<file path="src/rtl/hazard_if.sv">
// Pipeline hazard control bundle: register addresses, pipeline status in,
// stall/flush/forward controls and status out.
interface hazard_if #(
  parameter int CNT_W = 32
);
  logic [3:0]       Ra1D, Ra2D, Ra1E, Ra2E;
  logic [3:0]       WA3E, WA3M, WA3W;
  logic             RegWriteE, RegWriteM, RegWriteW;
  logic             MemtoRegE;
  logic             PCSrcD, PCSrcE, PCSrcM, PCSrcW;
  logic             BranchTakenE;
  logic             MemReqM, MemReadyM;
  logic [1:0]       ForwardAE, ForwardBE;
  logic             StallF, StallD, StallE, StallM;
  logic             FlushD, FlushE, FlushW;
  logic             MemErr;
  logic [CNT_W-1:0] StallCnt;

  modport slave (
    input  Ra1D, Ra2D, Ra1E, Ra2E, WA3E, WA3M, WA3W,
           RegWriteE, RegWriteM, RegWriteW, MemtoRegE,
           PCSrcD, PCSrcE, PCSrcM, PCSrcW, BranchTakenE,
           MemReqM, MemReadyM,
    output ForwardAE, ForwardBE, StallF, StallD, StallE, StallM,
           FlushD, FlushE, FlushW, MemErr, StallCnt
  );

  modport master (
    output Ra1D, Ra2D, Ra1E, Ra2E, WA3E, WA3M, WA3W,
           RegWriteE, RegWriteM, RegWriteW, MemtoRegE,
           PCSrcD, PCSrcE, PCSrcM, PCSrcW, BranchTakenE,
           MemReqM, MemReadyM,
    input  ForwardAE, ForwardBE, StallF, StallD, StallE, StallM,
           FlushD, FlushE, FlushW, MemErr, StallCnt
  );
endinterface

</file>
<file path="src/rtl/hazard_ctrl.sv">
// Hazard controller for the 5-stage pipeline: forwarding, load-use stall, PC flushes,
// data-memory wait handling with timeout, and a saturating stall counter.
module hazard_ctrl #(
  parameter int MEM_TIMEOUT = 16,
  parameter int CNT_W       = 32
) (
  input logic      clk,
  input logic      reset_n,
  hazard_if.slave  hz
);
  localparam int TW = $clog2(MEM_TIMEOUT) + 1;

  typedef enum logic [1:0] {IDLE, WAIT, ERR} state_t;

  state_t           state, state_nxt;
  logic [TW-1:0]    cnt, cnt_nxt;
  logic [CNT_W-1:0] stall_cnt;
  logic             ldr_stall, pc_pend, mem_stall, stall_d;

  function automatic logic [1:0] fwd_sel(input logic [3:0] ra, input logic wr_m,
                                         input logic [3:0] wa_m, input logic wr_w,
                                         input logic [3:0] wa_w);
    if (wr_m && ra == wa_m)      return 2'b10;
    else if (wr_w && ra == wa_w) return 2'b01;
    else                         return 2'b00;
  endfunction

  function automatic logic [CNT_W-1:0] sat_inc(input logic [CNT_W-1:0] v);
    return (&v) ? v : v + 1'b1;
  endfunction

  assign ldr_stall = hz.MemtoRegE && hz.RegWriteE &&
                     (hz.Ra1D == hz.WA3E || hz.Ra2D == hz.WA3E);
  assign pc_pend   = hz.PCSrcD | hz.PCSrcE | hz.PCSrcM;
  assign mem_stall = hz.MemReqM && !hz.MemReadyM && (state != ERR);

  always_ff @(posedge clk or negedge reset_n) begin
    if (!reset_n) begin
      state <= IDLE;
      cnt   <= '0;
    end else begin
      state <= state_nxt;
      cnt   <= cnt_nxt;
    end
  end

  always_comb begin
    state_nxt = state;
    cnt_nxt   = cnt;
    unique case (state)
      IDLE: if (mem_stall) begin
        state_nxt = WAIT;
        cnt_nxt   = TW'(1);
      end
      WAIT: begin
        if (hz.MemReadyM || !hz.MemReqM) begin
          state_nxt = IDLE;
          cnt_nxt   = '0;
        end else if (cnt == TW'(MEM_TIMEOUT - 1)) begin
          state_nxt = ERR;
        end else begin
          cnt_nxt = cnt + 1'b1;
        end
      end
      ERR:     state_nxt = ERR;
      default: state_nxt = IDLE;
    endcase
  end

  // Control outputs: ERR freezes the whole pipeline and disables forwarding.
  always_comb begin
    hz.ForwardAE = 2'b00;
    hz.ForwardBE = 2'b00;
    hz.StallF    = 1'b1;
    stall_d      = 1'b1;
    hz.StallE    = 1'b1;
    hz.StallM    = 1'b1;
    hz.FlushD    = 1'b0;
    hz.FlushE    = 1'b0;
    hz.FlushW    = 1'b0;
    if (state != ERR) begin
      hz.ForwardAE = fwd_sel(hz.Ra1E, hz.RegWriteM, hz.WA3M, hz.RegWriteW, hz.WA3W);
      hz.ForwardBE = fwd_sel(hz.Ra2E, hz.RegWriteM, hz.WA3M, hz.RegWriteW, hz.WA3W);
      hz.StallF    = ldr_stall | pc_pend | mem_stall;
      stall_d      = ldr_stall | mem_stall;
      hz.StallE    = mem_stall;
      hz.StallM    = mem_stall;
      hz.FlushD    = (pc_pend | hz.PCSrcW | hz.BranchTakenE) & ~mem_stall;
      hz.FlushE    = (ldr_stall | hz.BranchTakenE) & ~mem_stall;
      hz.FlushW    = mem_stall;
    end
  end

  always_ff @(posedge clk or negedge reset_n) begin
    if (!reset_n)     stall_cnt <= '0;
    else if (stall_d) stall_cnt <= sat_inc(stall_cnt);
  end

  assign hz.StallD   = stall_d;
  assign hz.MemErr   = (state == ERR);
  assign hz.StallCnt = stall_cnt;
endmodule

</file>
<file path="src/flat_wrapper.sv">
// flat-port wrapper written by rule: the top's interface ports become plain ports
module hazard_ctrl_flat 
#(
  parameter int MEM_TIMEOUT = 16,
  parameter int CNT_W       = 32
)
  (clk, reset_n, hz_Ra1D, hz_Ra2D, hz_Ra1E, hz_Ra2E, hz_WA3E, hz_WA3M, hz_WA3W, hz_RegWriteE, hz_RegWriteM, hz_RegWriteW, hz_MemtoRegE, hz_PCSrcD, hz_PCSrcE, hz_PCSrcM, hz_PCSrcW, hz_BranchTakenE, hz_MemReqM, hz_MemReadyM, hz_ForwardAE, hz_ForwardBE, hz_StallF, hz_StallD, hz_StallE, hz_StallM, hz_FlushD, hz_FlushE, hz_FlushW, hz_MemErr, hz_StallCnt);
  hazard_if #(.CNT_W(CNT_W)) hz_i ();
  input logic clk;
  input logic reset_n;
  input wire logic [$bits(hz_i.Ra1D)-1:0] hz_Ra1D;
  input wire logic [$bits(hz_i.Ra2D)-1:0] hz_Ra2D;
  input wire logic [$bits(hz_i.Ra1E)-1:0] hz_Ra1E;
  input wire logic [$bits(hz_i.Ra2E)-1:0] hz_Ra2E;
  input wire logic [$bits(hz_i.WA3E)-1:0] hz_WA3E;
  input wire logic [$bits(hz_i.WA3M)-1:0] hz_WA3M;
  input wire logic [$bits(hz_i.WA3W)-1:0] hz_WA3W;
  input wire logic [$bits(hz_i.RegWriteE)-1:0] hz_RegWriteE;
  input wire logic [$bits(hz_i.RegWriteM)-1:0] hz_RegWriteM;
  input wire logic [$bits(hz_i.RegWriteW)-1:0] hz_RegWriteW;
  input wire logic [$bits(hz_i.MemtoRegE)-1:0] hz_MemtoRegE;
  input wire logic [$bits(hz_i.PCSrcD)-1:0] hz_PCSrcD;
  input wire logic [$bits(hz_i.PCSrcE)-1:0] hz_PCSrcE;
  input wire logic [$bits(hz_i.PCSrcM)-1:0] hz_PCSrcM;
  input wire logic [$bits(hz_i.PCSrcW)-1:0] hz_PCSrcW;
  input wire logic [$bits(hz_i.BranchTakenE)-1:0] hz_BranchTakenE;
  input wire logic [$bits(hz_i.MemReqM)-1:0] hz_MemReqM;
  input wire logic [$bits(hz_i.MemReadyM)-1:0] hz_MemReadyM;
  output wire logic [$bits(hz_i.ForwardAE)-1:0] hz_ForwardAE;
  output wire logic [$bits(hz_i.ForwardBE)-1:0] hz_ForwardBE;
  output wire logic [$bits(hz_i.StallF)-1:0] hz_StallF;
  output wire logic [$bits(hz_i.StallD)-1:0] hz_StallD;
  output wire logic [$bits(hz_i.StallE)-1:0] hz_StallE;
  output wire logic [$bits(hz_i.StallM)-1:0] hz_StallM;
  output wire logic [$bits(hz_i.FlushD)-1:0] hz_FlushD;
  output wire logic [$bits(hz_i.FlushE)-1:0] hz_FlushE;
  output wire logic [$bits(hz_i.FlushW)-1:0] hz_FlushW;
  output wire logic [$bits(hz_i.MemErr)-1:0] hz_MemErr;
  output wire logic [$bits(hz_i.StallCnt)-1:0] hz_StallCnt;
  assign hz_i.Ra1D = hz_Ra1D;
  assign hz_i.Ra2D = hz_Ra2D;
  assign hz_i.Ra1E = hz_Ra1E;
  assign hz_i.Ra2E = hz_Ra2E;
  assign hz_i.WA3E = hz_WA3E;
  assign hz_i.WA3M = hz_WA3M;
  assign hz_i.WA3W = hz_WA3W;
  assign hz_i.RegWriteE = hz_RegWriteE;
  assign hz_i.RegWriteM = hz_RegWriteM;
  assign hz_i.RegWriteW = hz_RegWriteW;
  assign hz_i.MemtoRegE = hz_MemtoRegE;
  assign hz_i.PCSrcD = hz_PCSrcD;
  assign hz_i.PCSrcE = hz_PCSrcE;
  assign hz_i.PCSrcM = hz_PCSrcM;
  assign hz_i.PCSrcW = hz_PCSrcW;
  assign hz_i.BranchTakenE = hz_BranchTakenE;
  assign hz_i.MemReqM = hz_MemReqM;
  assign hz_i.MemReadyM = hz_MemReadyM;
  assign hz_ForwardAE = hz_i.ForwardAE;
  assign hz_ForwardBE = hz_i.ForwardBE;
  assign hz_StallF = hz_i.StallF;
  assign hz_StallD = hz_i.StallD;
  assign hz_StallE = hz_i.StallE;
  assign hz_StallM = hz_i.StallM;
  assign hz_FlushD = hz_i.FlushD;
  assign hz_FlushE = hz_i.FlushE;
  assign hz_FlushW = hz_i.FlushW;
  assign hz_MemErr = hz_i.MemErr;
  assign hz_StallCnt = hz_i.StallCnt;
  hazard_ctrl #(.MEM_TIMEOUT(MEM_TIMEOUT), .CNT_W(CNT_W)) u_core (.clk(clk), .reset_n(reset_n), .hz(hz_i));
endmodule
</file>
<file path="config.mk">
export PLATFORM = sky130hd
export DESIGN_NAME = hazard_ctrl_flat
export DESIGN_NICKNAME = d
export VERILOG_FILES = /design/src/rtl/hazard_if.sv /design/src/rtl/hazard_ctrl.sv /design/src/flat_wrapper.sv
export SDC_FILE = /design/constraint.sdc
export NUM_CORES = 1
export LEC_CHECK = 0
export CAP_MARGIN = 20
export CORE_ASPECT_RATIO = 0.8
export CORE_MARGIN = 3
export CORE_UTILIZATION = 49
export DETAILED_ROUTE_END_ITERATION = 10
export PLACE_DENSITY = 0.87
export SLEW_MARGIN = 20
export SYNTH_ARGS = -nofsm -noshare
export SYNTH_HDL_FRONTEND = slang
export SYNTH_SLANG_ARGS = --single-unit
</file>
<file path="constraint.sdc">
create_clock -name clk -period 7 [get_ports clk]
set_input_delay 2.1 -clock clk [delete_from_list [all_inputs] [get_ports clk]]
set_output_delay 2.1 -clock clk [all_outputs]
set_load 0.01 [all_outputs]
</file>
==> Yosys cells after proc, flatten, opt, wreduce, memory -nomap -nowiden <==
Cells that the tools add are included.
{ "totals": {"reg_bits": 39, "out_inout_bits": 44, "in_bits": 41} }
{ "op_classes": {"n_addsub": 2, "n_mux": 20, "bitwise_logic": 12, "n_eq_ne": 13, "reduce_logical": 18} }
{ "op_table": {"columns": ["op", "n"], "rows": [
  ["adder 32 x 1 -> 32 bit (second input constant)", 1],
  ["AND reduction 32 bit", 1],
  ["equality test 4 bit", 6],
  ["two-way mux 5 bit", 3],
  ["two-way mux 2 bit", 7],
  ["case mux 5 bit (2 select lines)", 1],
  ["logical AND 1 bit", 8],
  ["two-way mux 1 bit", 8],
  ["bitwise OR 1 bit", 8],
  ["case mux 2 bit (3 select lines)", 1],
  ["adder 5 x 1 -> 5 bit (second input constant)", 1],
  ["equality test 5 x 4 -> 1 bit (second input constant)", 1],
  ["AND reduction 2 bit", 2],
  ["inequality test 3 x 1 -> 1 bit (second input constant)", 1],
  ["inequality test 3 x 2 -> 1 bit (second input constant)", 1],
  ["AND reduction 3 bit", 1],
  ["bitwise AND 1 bit", 2],
  ["equality test 2 x 1 -> 1 bit (second input constant)", 1],
  ["equality test 2 bit (second input constant)", 1],
  ["logical NOT 1 bit", 2],
  ["logical NOT 2 bit", 1],
  ["logical OR 1 bit", 2],
  ["inequality test 2 x 1 -> 1 bit (second input constant)", 1],
  ["inequality test 2 bit (second input constant)", 1],
  ["2 further kinds", 3]
]} }

==> Longest topological paths before layout <==
Gate-level depths: netlist of the first run.
{ "logic_depth": {"ltp_word": 6, "ltp_mapped": 8, "ltp_nobuf": 8} }

==> Least setup slack after synthesis of the first run <==
OpenSTA, ideal clock, no wires.
{ "synth_path": {"path_type": "input port to output port", "from": "input hz_MemReadyM", "to": "output hz_StallF", "path_stages": 5, "path_slack_ps": 1702, "arrival_ps": 3198, "n_path_buf": 1, "path_cell_list": "nand2b_1 > nand2_1 > nor2_1 > buf_2 > nand2_1"} }
{ "synth_between": {"elab_chain_cells": 5} }
{ "synth_lines": {"columns": ["element", "line_no", "rtl"], "rows": [
  ["start: declaration", "flat_wrapper.sv:28", "input wire logic [$bits(hz_i.MemReadyM)-1:0] hz_MemReadyM;"],
  ["logical NOT 1 bit", "hazard_ctrl.sv:35", "assign mem_stall = hz.MemReqM && !hz.MemReadyM && (state != ERR);"],
  ["logical AND 1 bit (2 in series)", "hazard_ctrl.sv:35", null],
  ["bitwise OR 1 bit", "hazard_ctrl.sv:84", "hz.StallF = ldr_stall | pc_pend | mem_stall;"],
  ["two-way mux 1 bit", "hazard_ctrl.sv:81", "if (state != ERR) begin"],
  ["end: declaration", "flat_wrapper.sv:31", "output wire logic [$bits(hz_i.StallF)-1:0] hz_StallF;"]
]} }
Every way passes these cells.

==> Final worst setup path of the first run <==
{ "layout_path": {"from": "input hz_WA3E[1]", "to": "output hz_StallF"} }
{ "layout_between": {"elab_chain_cells": 6, "word_cells_on_any_way": 7, "classes_between": "eq/ne: 2; mux: 1; bitwise: 2; reduce/logical: 2"} }
{ "layout_lines": {"columns": ["element", "line_no", "rtl"], "rows": [
  ["start: declaration", "flat_wrapper.sv:15", "input wire logic [$bits(hz_i.WA3E)-1:0] hz_WA3E;"],
  ["equality test 4 bit", "hazard_ctrl.sv:33", "(hz.Ra1D == hz.WA3E || hz.Ra2D == hz.WA3E);"],
  ["logical OR 1 bit *", "hazard_ctrl.sv:33", null],
  ["logical AND 1 bit *", "hazard_ctrl.sv:32", "assign ldr_stall = hz.MemtoRegE && hz.RegWriteE &&"],
  ["bitwise OR 1 bit * (2 in series)", "hazard_ctrl.sv:84", null],
  ["two-way mux 1 bit *", "hazard_ctrl.sv:81", null]
]} }
Every way passes the cells marked *; elsewhere a longest branch is shown, timed or not.

==> impl_metrics.toml, run 1 <==
[place]
place_congestion = 0.820
dpl.hpwl_um = 5020
io_buffers = 84
placed_cells = 392
dpl_cell_area_um2 = 3240

[layout]
drive_gt1_frac = 0.0845
final_util = 0.765
fin_area_um2 = 3380
layoutNonFillerInstCount = 400
seq_area_um2 = 976
fillers = 292
multiInputGateArea_um2 = 1330
nets = 386
mostFrequentLayoutCell = "clkdlybuf4s50_1"
layout_common_cells = "clkdlybuf4s50_1 (83), dfrtp_1 (39), nand2_1 (32)"
num_antenna_cells = 0
syn_to_final_growth_pct = 42.7

[timing]
period_needed_ns = 6.15
drv_slew = 0
hold_viol_final = 0
hold_ws_ns = 0.503
tightest_slew_ns = 0.846
finalClockSkew_ns = 0.00832
setup_viol = 0
slew_headroom = 0.436
rsz0062_at_grt = "false"
final.setup.tns_ns = 0
post-route-period-util = 0.878
timing.fmax_ghz = 0.163

[synthesis]
seq_area_frac_synth = 0.412
netlist_area_um2 = 2370
synth_area_per_cell_um2 = 9.32
yosysWarnings = 0
synth_nets = 298
ys_ff_latch = 39
synth_cell_type_count = 35
netlist_instances = 254

[clocking]
cts.sink_count = 39
clock_path_buffers = 2
cts_tree = "yes"
clock-root-buffer = "clkbuf_8"
cts_inserted_buffers = 5
cts_setup_buffers = 0
ctsResizeCount = 0
clk_pin_slew_ns = 0.08
ctsHtreeMaxLevel = 2
ctsHoldBuffers = 0
clkLatencyLatePin_ns = 0.30

[worst_setup_path]
critPathLaunchType = "input port"
endpoint_kind = "output port"
crit_type = "input port to output port"
slowest_delay_ns = 0.53
ff2ff_path_depth = 5
crit_chain = "clkdlybuf4s50_1 -> xnor2_1 -> nand4_1 -> a21oi_2 -> nor2_1 -> buf_4 -> nand2_1 -> clkdlybuf4s50_1"
crit_top_cell = "clkdlybuf4s50_1"
crit_required_ns = 4.90
cp_slowest_cell = "clkdlybuf4s50_1"
cp_data_arrival_time_ns = 4.05
path_max_fanout = 18

[floorplanning]
core-area_um2 = 4410
start_util = 0.536
rows = 21
die_area_um2 = 5710
die_x_um = 83.7
die_y_um = 68.2
ios = 85

[drt]
ant_nets = 0
drt_iter0_drc = 185
dr_total_vias = 2180
routed_via_density = 5.45
routedWlPerCell_um = 16.7
first_pass_iters = 4
wl_um = 6700
drc = 0

[hold_path]
hold_depth = 1
hold_class = "register to register"

[global_route]
grt_pass1_wl_um = 10800
overflow = 0
grt_pass1_vias = 2157
antenna_found_initial = 0
grt_max_degree = 40
grt_usage = 0.248

[status]
outcome = "complete, no violations"

[run]
max_cap_viol_count = 0

[pwr]
peakVddDrop_uv = 158
power.leakage_nw = 1.29
power.density_nw_per_um2 = 238
through the flow:
| step | setup WS (ns) | total power, mW |
|---|---|---|
| detailed placement | 0.852 | 0.581 |
| floorplan | 1.70 | 0.434 |
| global placement | 0.942 | 0.569 |
| global route | 0.749 | 0.845 |
| CTS | 0.855 | 0.805 |
| finish | 0.854 | 0.804 |
Yosys cell counts:
master,instances,area share
ha_1,3,0.016
nand3_1,12,0.025
nand4_1,12,0.032
buf_2,2,0.0042
nor4_4,1,0.0090
xnor2_1,21,0.078
nor3_1,17,0.036
and2_1,2,0.0053
buf_4,1,0.0032
nor2_2,11,0.029
nor3b_1,1,0.0032
nand4_2,1,0.0053
nor4b_1,2,0.0074
and4_4,1,0.0048
xor2_1,31,0.11
o21bai_4,1,0.0079
o21bai_1,1,0.0032
inv_1,7,0.011
or3_1,1,0.0026
o22ai_1,1,0.0026
nor2_1,17,0.027
nor4_1,8,0.021
o31ai_1,2,0.0063
a211oi_1,1,0.0032
nand2b_1,3,0.0079
nor2b_1,1,0.0026
buf_12,1,0.0085
a21oi_1,6,0.013
mux2_2,4,0.019
o21ai_0,4,0.0085
nand2_1,32,0.051
a22oi_1,1,0.0032
and3_1,5,0.013
a21oi_2,1,0.0037
dfrtp_1,39,0.41
critical path, delay by kind of cell:
family / cells / cell delay [ns]
AO/OA/AOI/OAI: 1 / 0.25
XOR/XNOR: 1 / 0.14
buffers and inverters: 3 / 1.27
AND/OR/NAND/NOR: 3 / 0.28
layout make-up:
cell class,instances,area share
sequential,39,0.289
clock buffer,6,0.0215
tap,57,0.0211
timing repair buffer,85,0.250
multi-input combinational,204,0.393
inverter,7,0.00778
clock inverter,2,0.0178
layer usage:
metal	wire, um	vias to the layer above	global-route usage
met4	89	0	0.0743
met3	374	9	0.0674
li1	-	1058	-
met5	0	-	0
met2	3360	79	0.423
met1	2870	1034	0.315
report_power, final:
group          leakage (nW)  total, mW  internal [mW]  switching (mW)
registers             0.443      0.322          0.266          0.0558
clock network        0.0654      0.224          0.143          0.0818
logic                 0.778      0.258          0.138           0.120
total                  1.29      0.804          0.547           0.258
flip-flops by register name (all words and copies together) (netlist names):
name / cells
u_core.hz.StallCnt: 32
u_core.state: 2
u_core.cnt: 5
cells by family (layout without fill, tap and decap cells):
| logic type | after synthesis | in the layout | share of synthesized area |
|---|---|---|---|
| simple gates | 127 | 127 | 0.282 |
| xor+xnor | 52 | 52 | 0.192 |
| flops | 39 | 39 | 0.412 |
| compound gates | 18 | 18 | 0.0513 |
| buf+inv | 11 | 100 | 0.0270 |
| mux | 4 | 4 | 0.0190 |
| fa+ha+maj | 3 | 3 | 0.0159 |
worst paths after layout:
path / start / end / slack [ns]
worst min register to register: u_core.hz.StallCnt[11] / u_core.hz.StallCnt[11] / 0.50
worst max register to register: u_core.hz.StallCnt[24] / u_core.hz.StallCnt[1] / 4.80
worst min-delay path: u_core.hz.StallCnt[11] / u_core.hz.StallCnt[11] / 0.50
max in group asynchronous: reset_n / u_core.hz.StallCnt[21] / 4.56
min in group asynchronous: reset_n / u_core.hz.StallCnt[26] / 1.91
worst max-delay path: hz_WA3E[1] / hz_StallF / 0.85
Power figures use the tool's default switching activity.
==> run 2: changes to the inputs <==
- CAP_MARGIN: 20 -> default
==> results of run 2 <==
The final DEF is identical to that of run 1; final timing and power are the same.
==> run 3: changes to the inputs <==
--- a/config.mk
+++ b/config.mk
@@ -11,4 +11,5 @@
 export DETAILED_ROUTE_END_ITERATION = 10
 export PLACE_DENSITY = 0.87
+export SETUP_SLACK_MARGIN = 0.05
 export SLEW_MARGIN = 20
 export SYNTH_ARGS = -nofsm -noshare
==> constraint.sdc (replaced) <==
create_clock -name clk -period 7 [get_ports clk]
set_input_delay 1.75 -clock clk [delete_from_list [all_inputs] [get_ports clk]]
set_output_delay 1.75 -clock clk [all_outputs]
set_load 0.01 [all_outputs]
==> impl_metrics.toml, run 3 (same netlist as run 1, synthesis figures left out) <==
[status]
outcome = "complete, no violations"

[worst_setup_path]
ff2ff_path_depth = 5
r2r_slack_ns = 4.82
crit_top_cell = "clkdlybuf4s50_1"
cp_slowest_cell = "clkdlybuf4s50_1"
critPathLaunchType = "input port"
path_max_fanout = 17
crit_chain = "clkdlybuf4s50_1 -> xnor2_1 -> nand4_1 -> a21oi_2 -> nor2_1 -> buf_4 -> inv_1 -> clkdlybuf4s50_1"
crit_family = "buffers and inverters"
cp_data_arrival_time_ns = 3.68
path_buf_inv = 4
path_depth = 8
crit_required_ns = 5.25
crit_type = "input port to output port"
endpoint_kind = "output port"
slowest_delay_ns = 0.53

[clocking]
clk_pin_slew_ns = 0.08
clock-root-buffer = "clkbuf_8"
cts_tree = "yes"
cts.sink_count = 39
ctsHtreeMaxLevel = 2
ctsHoldBuffers = 0
cts_inserted_buffers = 5
clock_path_buffers = 2
clkLatencyLatePin_ns = 0.30
ctsResizeCount = 0
cts_setup_buffers = 0

[drt]
first_pass_iters = 4
top_layer = "met4"
dr_wl_met3_um = 298
ant_nets = 0
dr_wl_met2_um = 3220
drt-met1-wl_um = 2910
wl_um = 6460
drc = 0
routedWlPerCell_um = 16.2
drt_iter0_drc = 132
dr_total_vias = 2173
routed_via_density = 5.43

[place]
place_congestion = 0.815
dpl.hpwl_um = 5060
io_buffers = 84
dp_slack_ns = 1.57

[floorplanning]
die_y_um = 68.2
rows = 21
die_x_um = 83.7
ios = 85
start_util = 0.536
die_area_um2 = 5710
core-area_um2 = 4410

[layout]
mostFrequentLayoutCell = "clkdlybuf4s50_1"
drive_gt1_frac = 0.0816
syn_to_final_growth_pct = 40.5
nets = 386
largest_reg_flops = 32
final_util = 0.753
num_antenna_cells = 0
layout_common_cells = "clkdlybuf4s50_1 (83), dfrtp_1 (39), nand2_1 (32)"

[timing]
final.setup.tns_ns = 0
slew_headroom = 0.427
setup_viol = 0
timing.fmax_ghz = 0.184
post-route-period-util = 0.776
drv_slew = 0
tightest_slew_ns = 0.860
period_needed_ns = 5.43
rsz0062_at_grt = "false"
hold_viol_final = 0
worst_slack_ns = 1.57
finalClockSkew_ns = 0.00653

[global_route]
overflow = 0
antenna_found_initial = 0
grt_max_degree = 40
grt_usage = 0.241
grt_pass1_vias = 2158
grt_pass1_wl_um = 10700

[pwr]
power.leakage_nw = 1.26
total_power_uw = 726
power.density_nw_per_um2 = 218
peakVddDrop_uv = 181

[hold_path]
hold_class = "register to register"
hold_depth = 1

[run]
max_cap_viol_count = 0
## run 3: cell count changes in the layout (fill, tap and decap cells not counted), sizes merged
cell	delta
bufinv	-2
clkbuf	+1
clkinv	+1
## run 3: layout make-up
type                       count  area, um2
clock inverter                 1       5.00
sequential                    39        976
clock buffer                   7       76.3
inverter                       7       26.3
fill                         313       1090
tap                           57       71.3
multi-input combinational    204       1330
timing repair buffer          85        843
## run 3: worst paths after layout
path,from,to
worst max-delay path,hz_WA3E[0],hz_StallD
worst min-delay path,u_core.hz.StallCnt[11],u_core.hz.StallCnt[11]
worst max register to register,u_core.hz.StallCnt[24],u_core.hz.StallCnt[1]
worst min register to register,u_core.hz.StallCnt[11],u_core.hz.StallCnt[11]
max in group asynchronous,reset_n,u_core.hz.StallCnt[21]
min in group asynchronous,reset_n,u_core.hz.StallCnt[9]
## run 3: worst register-to-register path, delay by kind of cell, from the launching register on
| kind | cells | cell delay, ns |
|---|---|---|
| flops | 1 | 0.47 |
| mux | 1 | 0.40 |
| simple gates | 3 | 0.90 |
| compound gates | 1 | 0.29 |
## run 3: layer usage
metal / vias up / track usage
met5: - / 0
met4: 0 / 0.0402
met3: 6 / 0.0529
met2: 51 / 0.420
met1: 1059 / 0.318
li1: 1057 / -
## run 3: report_power, final
group | switching, mW | internal [mW]
logic | 0.116 | 0.138
clock network | 0.0807 | 0.0700
registers | 0.0553 | 0.266
total | 0.252 | 0.474
## run 3: through the flow
stage	area, um2	hold WS (ns)	instances
global route	3330	0.526	400
detailed placement	3240	0.499	392
floorplan	2370	0.472	254
finish	3330	0.508	400
global placement	3240	0.483	392
CTS	3330	0.511	400
